===== src/rtl/seq_tx_pkg.sv =====
// Shared constants and state encoding for the serial pattern transmitter.
// SEQ_TX_GAP_EN selects whether the GAP state is reachable in seq_pattern_tx.
package seq_tx_pkg;

    localparam int SEQ_TX_WIDTH = 4;
    localparam int SEQ_TX_CNT_W = 4;

    typedef enum logic [2:0] {
        ST_IDLE  = 3'd0,
        ST_SHIFT = 3'd1,
        ST_GAP   = 3'd2,
        ST_DONE  = 3'd3
    } state_t;

    // Bit-counter width: must hold WIDTH-1.
    function automatic int bitcnt_w(input int w);
        return (w > 1) ? $clog2(w) : 1;
    endfunction

endpackage


===== src/rtl/seq_pattern_tx_if.sv =====
// Request/serial-output bundle for seq_pattern_tx.
// The master side issues start/pattern/repeat_n; the slave side (the transmitter) drives the rest.
interface seq_pattern_tx_if
    import seq_tx_pkg::*;
#(
    parameter int WIDTH = SEQ_TX_WIDTH,
    parameter int CNT_W = SEQ_TX_CNT_W
) ();

    logic             start;
    logic [WIDTH-1:0] pattern;
    logic [CNT_W-1:0] repeat_n;
    logic             out;
    logic             out_valid;
    logic             busy;
    logic             done;
    logic [2:0]       cs;
    logic [2:0]       ns;

    modport master (
        output start, pattern, repeat_n,
        input  out, out_valid, busy, done, cs, ns
    );

    modport slave (
        input  start, pattern, repeat_n,
        output out, out_valid, busy, done, cs, ns
    );

endinterface


===== src/rtl/seq_tx_shreg.sv =====
// Loadable MSB-first shift register with bit counter and a private copy of the
// captured pattern so repeated frames reload without looking at the live input.
module seq_tx_shreg
    import seq_tx_pkg::*;
#(
    parameter int WIDTH = SEQ_TX_WIDTH
) (
    input  logic             clk,
    input  logic             rst,
    input  logic             i_load,
    input  logic             i_reload,
    input  logic             i_shift,
    input  logic [WIDTH-1:0] i_pattern,
    output logic             o_msb,
    output logic             o_bit_zero
);

    localparam int BW = bitcnt_w(WIDTH);

    logic [WIDTH-1:0] r_sh;
    logic [WIDTH-1:0] r_pat;
    logic [BW-1:0]    r_cnt;

    always_ff @(posedge clk or posedge rst) begin
        if (rst) begin
            r_sh  <= '0;
            r_pat <= '0;
            r_cnt <= '0;
        end else if (i_load) begin
            r_sh  <= i_pattern;
            r_pat <= i_pattern;
            r_cnt <= BW'(WIDTH - 1);
        end else if (i_reload) begin
            r_sh  <= r_pat;
            r_cnt <= BW'(WIDTH - 1);
        end else if (i_shift) begin
            r_sh  <= {r_sh[WIDTH-2:0], 1'b0};
            r_cnt <= r_cnt - BW'(1);
        end
    end

    assign o_msb      = r_sh[WIDTH-1];
    assign o_bit_zero = (r_cnt == '0);

endmodule


===== src/rtl/seq_pattern_tx.sv =====
// Serial pattern transmitter: sends a WIDTH-bit pattern MSB first, repeat_n+1 times.
// Define SEQ_TX_GAP_EN to insert one idle GAP cycle between repeated frames.
module seq_pattern_tx
    import seq_tx_pkg::*;
#(
    parameter int WIDTH = SEQ_TX_WIDTH,
    parameter int CNT_W = SEQ_TX_CNT_W
) (
    input  logic              clk,
    input  logic              rst,
    seq_pattern_tx_if.slave   bus
);

    state_t           r_state;
    state_t           w_ns;
    logic [CNT_W-1:0] r_frames;
    logic             r_out_valid;
    logic             r_busy;
    logic             r_done;

    logic             w_load;
    logic             w_reload;
    logic             w_shift;
    logic             w_msb;
    logic             w_bit_zero;

    always_comb begin
        w_ns     = r_state;
        w_load   = 1'b0;
        w_reload = 1'b0;
        w_shift  = 1'b0;
        case (r_state)
            ST_IDLE: begin
                if (bus.start) begin
                    w_ns   = ST_SHIFT;
                    w_load = 1'b1;
                end
            end
            ST_SHIFT: begin
                if (!w_bit_zero) begin
                    w_shift = 1'b1;
                end else if (r_frames != '0) begin
                    w_reload = 1'b1;
`ifdef SEQ_TX_GAP_EN
                    w_ns     = ST_GAP;
`else
                    w_ns     = ST_SHIFT;
`endif
                end else begin
                    w_ns = ST_DONE;
                end
            end
`ifdef SEQ_TX_GAP_EN
            ST_GAP:  w_ns = ST_SHIFT;
`endif
            ST_DONE: w_ns = ST_IDLE;
            default: w_ns = ST_IDLE;
        endcase
    end

    // Status flags are registered from the next state so they line up with r_state.
    always_ff @(posedge clk or posedge rst) begin
        if (rst) begin
            r_state     <= ST_IDLE;
            r_frames    <= '0;
            r_out_valid <= 1'b0;
            r_busy      <= 1'b0;
            r_done      <= 1'b0;
        end else begin
            r_state     <= w_ns;
            if (w_load) begin
                r_frames <= bus.repeat_n;
            end else if (w_reload) begin
                r_frames <= r_frames - CNT_W'(1);
            end
            r_out_valid <= (w_ns == ST_SHIFT);
            r_busy      <= (w_ns != ST_IDLE);
            r_done      <= (w_ns == ST_DONE);
        end
    end

    seq_tx_shreg #(
        .WIDTH (WIDTH)
    ) u_shreg (
        .clk        (clk),
        .rst        (rst),
        .i_load     (w_load),
        .i_reload   (w_reload),
        .i_shift    (w_shift),
        .i_pattern  (bus.pattern),
        .o_msb      (w_msb),
        .o_bit_zero (w_bit_zero)
    );

    assign bus.out       = r_out_valid & w_msb;
    assign bus.out_valid = r_out_valid;
    assign bus.busy      = r_busy;
    assign bus.done      = r_done;
    assign bus.cs        = r_state;
    assign bus.ns        = w_ns;

endmodule


===== src/flat_wrapper.sv =====
// flat-port wrapper written by rule: the top's interface ports become plain ports
module seq_pattern_tx_flat import seq_tx_pkg::*;
#(
    parameter int WIDTH = SEQ_TX_WIDTH,
    parameter int CNT_W = SEQ_TX_CNT_W
)
  (clk, rst, bus_start, bus_pattern, bus_repeat_n, bus_out, bus_out_valid, bus_busy, bus_done, bus_cs, bus_ns);
  seq_pattern_tx_if #(.WIDTH(WIDTH), .CNT_W(CNT_W)) bus_i ();
  input  logic clk;
  input  logic rst;
  input wire logic [$bits(bus_i.start)-1:0] bus_start;
  input wire logic [$bits(bus_i.pattern)-1:0] bus_pattern;
  input wire logic [$bits(bus_i.repeat_n)-1:0] bus_repeat_n;
  output wire logic [$bits(bus_i.out)-1:0] bus_out;
  output wire logic [$bits(bus_i.out_valid)-1:0] bus_out_valid;
  output wire logic [$bits(bus_i.busy)-1:0] bus_busy;
  output wire logic [$bits(bus_i.done)-1:0] bus_done;
  output wire logic [$bits(bus_i.cs)-1:0] bus_cs;
  output wire logic [$bits(bus_i.ns)-1:0] bus_ns;
  assign bus_i.start = bus_start;
  assign bus_i.pattern = bus_pattern;
  assign bus_i.repeat_n = bus_repeat_n;
  assign bus_out = bus_i.out;
  assign bus_out_valid = bus_i.out_valid;
  assign bus_busy = bus_i.busy;
  assign bus_done = bus_i.done;
  assign bus_cs = bus_i.cs;
  assign bus_ns = bus_i.ns;
  seq_pattern_tx #(.WIDTH(WIDTH), .CNT_W(CNT_W)) u_core (.clk(clk), .rst(rst), .bus(bus_i));
endmodule

===== config.mk =====
export PLATFORM = sky130hd
export DESIGN_NAME = seq_pattern_tx_flat
export DESIGN_NICKNAME = d
export VERILOG_FILES = /design/src/rtl/seq_tx_pkg.sv /design/src/rtl/seq_pattern_tx_if.sv /design/src/rtl/seq_tx_shreg.sv /design/src/rtl/seq_pattern_tx.sv /design/src/flat_wrapper.sv
export SDC_FILE = /design/constraint.sdc
export NUM_CORES = 1
export LEC_CHECK = 0
export CAP_MARGIN = 20
export CORE_UTILIZATION = 49
export CTS_CLUSTER_DIAMETER = 60
export CTS_CLUSTER_SIZE = 40
export DETAILED_ROUTE_END_ITERATION = 16
export PLACE_DENSITY_LB_ADDON = 0.12
export SETUP_SLACK_MARGIN = 0.5
export SLEW_MARGIN = 15
export SYNTH_ARGS = -nofsm -noshare
export SYNTH_HDL_FRONTEND = slang
export SYNTH_SLANG_ARGS = --single-unit

===== constraint.sdc =====
create_clock -name clk -period 2.1 [get_ports clk]
set_input_delay 0.525 -clock clk [delete_from_list [all_inputs] [get_ports clk]]
set_output_delay 0.525 -clock clk [all_outputs]
set_load 0.05 [all_outputs]

==> flow_summary.yaml <==
status:
  status: "finished, violations left"
  violations: "negative setup slack"
sta:
  hold_violations: 0
  tns_ps: -63.7
  slew_viol_final: 0
  rsz0062_at_grt: "true"
  skew_ps: 7.85
  setup_ws_ps: -63.7
  finalSetupViolCount: 1
  layout_min_cycle_time_ps: 2160
  finalCritPeriodShare_pct: 103
  fmax_mhz: 462
worst_setup_path:
  path_depth: 5
  startpoint_type: "flop"
  ff2ff_path_depth: 7
  cp_max_fo: 3
  crit_buf_inv: 2
  worstPathArrival_ps: 1640
  crit_type: "flop to output port"
  cp-end-kind: "output port"
  cp_slowest_stage_delay_ps: 430
  crit_path_top_delay_cell: "dfrtp_1"
  critical_path.top_delay_family: "simple AND/OR/NAND/NOR gates"
  path_cells: "inv_2, ha_4, or3b_4, nor2_4, buf_12"
  cp.required_ps: 1570
floorplanning:
  die_x_um: 46.7
  initial_utilization_pct: 54.4
  core_sq_um: 1800
  ios: 21
  row_count: 15
  dieArea_sq_um: 2180
  die_h_um: 46.7
hold_path:
  min_path_cells: 2
  hp-class: "flop to flop"
cells_and_area:
  fin_util_pct: 85.9
  drive_gt1_share_pct: 43.5
  n_antenna_cell: 0
  fin_nets: 152
  design_area_sq_um: 1550
  area_growth_pct: 57.8
cts:
  ctsHoldBuffers: 0
  cts_root_buf: "clkbuf_4"
  max-clock-path-buffers: 2
  cts_buffers: 3
  clk_pin_slew_ps: 120
  cts_tree: "built"
  cts_sinks: 20
  clock_latency_ps: 320
  htree_levels: 1
global_routing:
  grt_pass1_wl_um: 3710
  grt_use_total_pct: 25.0
  grt_start_max_net_pins: 21
  grt_pass1_vias: 841
  grt_remaining_overflow: 0
  antenna_found_initial: 0
synthesis:
  synth-seq-cells: 20
  synthesis.instances: 99
  synth_warnings: 0
  syn_area_sq_um: 981
  synthTopCellsByCount: "dfrtp_1, nand2_1, inv_1"
  avgSynthCellArea_sq_um: 9.91
  async_flop_share_pct: 100
  synth_edf_count: 0
  synth_area_leader_cell: "dfrtp_1"
  yosysUniqueCellTypes: 35
  yosysMostFrequentCell: "dfrtp_1"
  synth_flop_cell: "dfrtp_1"
  yosysTopAreaCellShare_pct: 51.0
  synth_area_leaders: "dfrtp_1, nand2_1, inv_1"
  synth_seq_area_share_pct: 51.0
job:
  maxCapViolations: 0
drt:
  via_per_inst: 6.09
  wl_per_cell_um: 19.8
  num_vias: 992
  drtIter0Drc: 35
  wl_um: 3220
  firstDrtPassIters: 4
  antenna_left: 0
  drc_errors: 0
power:
  power_mw: 1.06
  p_per_area_nw_per_um2: 682
  irDropWorstVdd_mv: 0.627
  leakage_nw: 0.659
placed_design:
  io_buffers: 19
  gp_congestion: 0.840
  placed_cell_area_sq_um: 1250
  dpl.hpwl_um: 1450
[cell families after synthesis]
family                   synth area share, %
AO/OA/AOI/OAI                           16.1
adder cells (fa/ha/maj)                 2.55
buffers and inverters                   6.50
flip-flops                              51.0
other                                  0.382
AND/OR/NAND/NOR                         23.5
[metal layers]
metal | global-route usage, % | part of all wire [%] | vias up | wire (um)
met2 | 41.9 | 51 | 56 | 1640
li1 | - | - | 434 | -
met5 | 0 | 0 | - | 0
met3 | 4.62 | 6.1 | 14 | 196
met1 | 31.5 | 40 | 488 | 1290
met4 | 11.4 | 3.0 | 0 | 96
[worst min-delay path, cell delays in order (launching register included)]
cell and delay, ps:
dfrtp_1 360, nand2_1 50, nand2_1 50
[report_power, final]
group / internal, mW / switching (mW)
Clock: 0.0745 / 0.133
Sequential: 0.443 / 0.0593
Combinational: 0.171 / 0.174
[flip-flops by register name, indices dropped and copies added (netlist names)]
name,count
u_core.r_frames,4
u_core.u_shreg.r_pat,4
u_core.u_shreg.r_sh,4
u_core.bus.cs,3
u_core.u_shreg.r_cnt,2
u_core.bus.busy,1
u_core.bus.done,1
u_core.bus.out_valid,1
[path summary, 6_finish.rpt]
path	start	end	slack, ps
worst max-delay path	u_core.r_frames[0]$_DFFE_PP0P_	bus_ns[1]	-60
min in group asynchronous	rst	u_core.bus.busy$_DFF_PP0_	510
worst max register to register	u_core.u_shreg.r_cnt[0]$_DFFE_PP0P_	u_core.r_frames[3]$_DFFE_PP0P_	310
max in group asynchronous	rst	u_core.bus.cs[2]$_DFF_PP0_	1350
worst min-delay path	u_core.u_shreg.r_pat[2]$_DFFE_PP0P_	u_core.u_shreg.r_pat[2]$_DFFE_PP0P_	480
worst min register to register	u_core.u_shreg.r_pat[2]$_DFFE_PP0P_	u_core.u_shreg.r_pat[2]$_DFFE_PP0P_	480
[area by class of cell]
class	count	area [sq um]
sequential	20	504
multi-input combinational	67	561
timing repair buffer	40	399
clock buffer	4	26.3
fill	88	254
tap	25	31.3
inverter	7	26.3
[cells in the final DEF (no fill, tap or decap), drive strengths merged, types with 2 or more instances in the layout]
cell and n:
a211oi 3, or4 2, conb 2, clkdlybuf4s50 9
nand2 14, inv 7, buf 27, nor3 2
ha 2, dfrtp 20, o211ai 3, clkbuf 5
a31oi 3, nand3 4, clkdlybuf4s15 2, a41oi 3
a21o 3, o21ai 3, nor2 6, nand4bb 2
nor3b 2
[metrics by stage]
step           hold slack (ps)  setup WS, ps  std cells
3_3_place_gp               449           110        144
6_report                   484         -63.7        163
5_1_grt                    521         -74.9        163
4_1_cts                    481         -47.6        156
3_5_place_dp               456          56.4        144
2_1_floorplan              437           192        100
[what timing repair did]
action / CTS / global route
pin swaps: 12 / 10
cloned: 0 / 1
endpoints found under the setup margin: 16 / 13
setup buffers: 8 / 6
gates resized for setup: 26 / 31
Note: power is estimated with default switching activity, not from simulation.
==> edit: new RTL, config.mk and constraints unchanged <==
Add a define of `SEQ_TX_GAP_EN`.
--- a/src/rtl/seq_pattern_tx.sv
+++ b/src/rtl/seq_pattern_tx.sv
@@ -1,5 +1,7 @@
 // Serial pattern transmitter: sends a WIDTH-bit pattern MSB first, repeat_n+1 times.
 // Define SEQ_TX_GAP_EN to insert one idle GAP cycle between repeated frames.
+`define SEQ_TX_GAP_EN
+
 module seq_pattern_tx
     import seq_tx_pkg::*;
 #(
Formal check against the unedited RTL: not equivalent (Yosys sat finds a counterexample within 10 cycles, from zero or initial values and one cycle with rst high).
==> edit against the unedited design <==
The flow still finishes with violations (negative setup slack); non-clock buffer count grew 1; routed wire length shrank 10%; fmax fell by 4.8%; via count is 2.4% lower; count of clock-buffer cells in the layout is 1 lower; sequential cell count is the same; global-route usage up 0.34 points; die area grew 1.7%; area after synthesis grew 1.8%; setup slack worse by 110 ps; power is 19% higher; final cell count up 2.5%; register-to-register slack got worse by 290 ps; design area is 2.9% higher.
==> edit: results (changes against the unedited design) <==
Routing
  – Via count: 968 (-2.4%)
  – Pre-antenna DRT Iters: 4 (unchanged)
  – Violation count after the first detailed-route iteration: 43 (+23%)
  – Routed WL: 2.884 mm (-10%)

Synth
  – Netlist cell types: 33 (-5.7%)
  – Multiplexer share of the synthesized area: 0 (unchanged)
  – Synth cell count leaders: dfrtp_1 (20), nand2_1 (17), inv_1 (13)
  – Register area share after synthesis: 0.5013 (-0.008951)
  – Adder-Cell Fraction of Synth Area: 0.02506 (-0.0004475)
  – Area contributors post-synth: dfrtp_1 (50%), nand2_1 (6.4%), inv_1 (4.9%)
  – Ys async rst share: 1.000 (unchanged)
  – Post-synthesis compound-gate area fraction: 0.1754 (+0.01472)
  – XOR/XNOR Fraction of Synth Area: 0 (unchanged)

Min path
  – Hold path start: u_core.u_shreg.r_pat[0]$_DFFE_PP0P_
  – Hold endpoint: u_core.u_shreg.r_pat[0]$_DFFE_PP0P_

Power and ir drop
  – Leak pwr: 0.7033 nW (+6.7%)
  – Peak supply drop: 0.5315 mV (-15%)

Critical path
  – CP max stage delay: 410 ps (-20 ps)
  – CP Max Fanout: 2 (-1)
  – Register-to-register setup slack: 20 ps (-290 ps)
  – Reg2Reg Depth: 10 (+3)
  – Critical path arrival: 1750 ps (+110 ps)
  – R2R Path End: u_core.r_frames[3]$_DFFE_PP0P_

Run status
  – Status: finished with violations
  – Failing checks: negative setup slack

Timing
  – Setup-failing EPs final: 2 (+1)
  – Final Worst Setup Slack: -173.1 ps (-109.5 ps)
  – Setup Total Neg Slack: -287.2 ps (-223.5 ps)
  – Clock Skew: 1.399 ps (-6.455 ps)

Clocking
  – CTS clk-pin slew, worst paths: 120 ps (about the same)
  – Bufs on Longest Clock Path: 2 (unchanged)

Finish
  – Final layout net count: 156 (+2.6%)
  – Final std cells w/o fill: 167 (+2.5%)
  – Share of cells above drive strength 1: 0.4366 (+0.001837)
  – Fillers: 86 (-2.3%)
  – Top flop regs: u_core.r_frames x4, u_core.u_shreg.r_pat x4, u_core.u_shreg.r_sh x4
  – Multi-input gate area: 556.8 um^2 (-0.67%)

Global route
  – Vias in the first global route: 799 (-5.0%)
  – Initial antenna violation count: 0 (unchanged)
  – First-pass GRT wire length: 3.795 mm (+2.4%)
  – Total global-route track usage: 0.2538 (+0.003411)

Placement
  – Gpl congestion: 0.7839 (-6.6%)
  – Post-DP HPWL: 1.405 mm (-3.2%)
  – DP Cell Count: 147 (+2.1%)
  – DP Area: 1287 um^2 (+2.8%)
## edit: cell types whose count changed in the layout (fill, tap and decap cells not counted), moves of 3 or more
cell,change
buf_4,+4
inv_1,+5
nand2_1,+5
nand3_1,-3
## edit: worst max-delay path: cells and delay by family, from the launching register on
| kind | cells | cell delay (ps) |
|---|---|---|
| AND/OR/NAND/NOR | 1 | 350 |
| adder cells (fa/ha/maj) | 1 | 160 |
| buffers and inverters | 2 | 220 |
| flip-flops | 1 | 410 |
| AO/OA/AOI/OAI | 2 | 290 |
## edit: report_power, final
| group | internal, W | total (W) | switching, W |
|---|---|---|---|
| Combinational | 0.000201 | 0.000416 | 0.000215 |
| Sequential | 0.000451 | 0.000511 | 0.0000600 |
| Clock | 0.000193 | 0.000327 | 0.000133 |
## edit: worst max path at each step
stage,start,to,slack (ps),cells past startpoint
floorplan,u_core.bus.cs[0]$_DFF_PP0_,bus_ns[0],140,3
global placement,bus_start,bus_ns[0],80,5
detailed placement,bus_start,bus_ns[0],60,5
CTS,u_core.u_shreg.r_cnt[0]$_DFFE_PP0P_,bus_ns[0],-110,6
global route,u_core.u_shreg.r_cnt[1]$_DFFE_PP0P_,bus_ns[0],-220,6
finish,u_core.u_shreg.r_cnt[0]$_DFFE_PP0P_,bus_ns[0],-170,6
## edit: routing by layer
layer,wire [um],track usage
met5,0,0
met4,74,0.1029
met3,137,0.03846
met2,1474,0.4333
met1,1198,0.3220
## edit: cell families after synthesis
group           Yosys count
compound gates           24
fa+ha+maj                 2
buf+inv                  16
flops                    20
other cells               1
simple gates             36
## edit: repair_timing
action / in CTS / in global routing
endpoints found under the setup margin: 12 / 15
pin swaps: 10 / 8
hold endpoints to repair: 0 / 0
resized for setup: 21 / 23
hold buffers: 0 / 0
buffers inserted: 8 / 8
## edit: final cells by class
cell class                      instances  share of cell area
Timing Repair Buffer                   41              0.2482
Multi-Input combinational cell         64              0.3496
Clock buffer                            3             0.01414
Sequential cell                        20              0.3166
Inverter                               13             0.03299
Clock inverter                          1             0.01885
Tap cell                               25             0.01964
## edit: stage by stage
step	hold slack, ps	setup slack (ps)
finish	510.3	-173.1
global route	530.2	-218.4
CTS	494.2	-108.1
detailed placement	464.3	61.85
global placement	452.7	77.98
floorplan	439.0	137.2
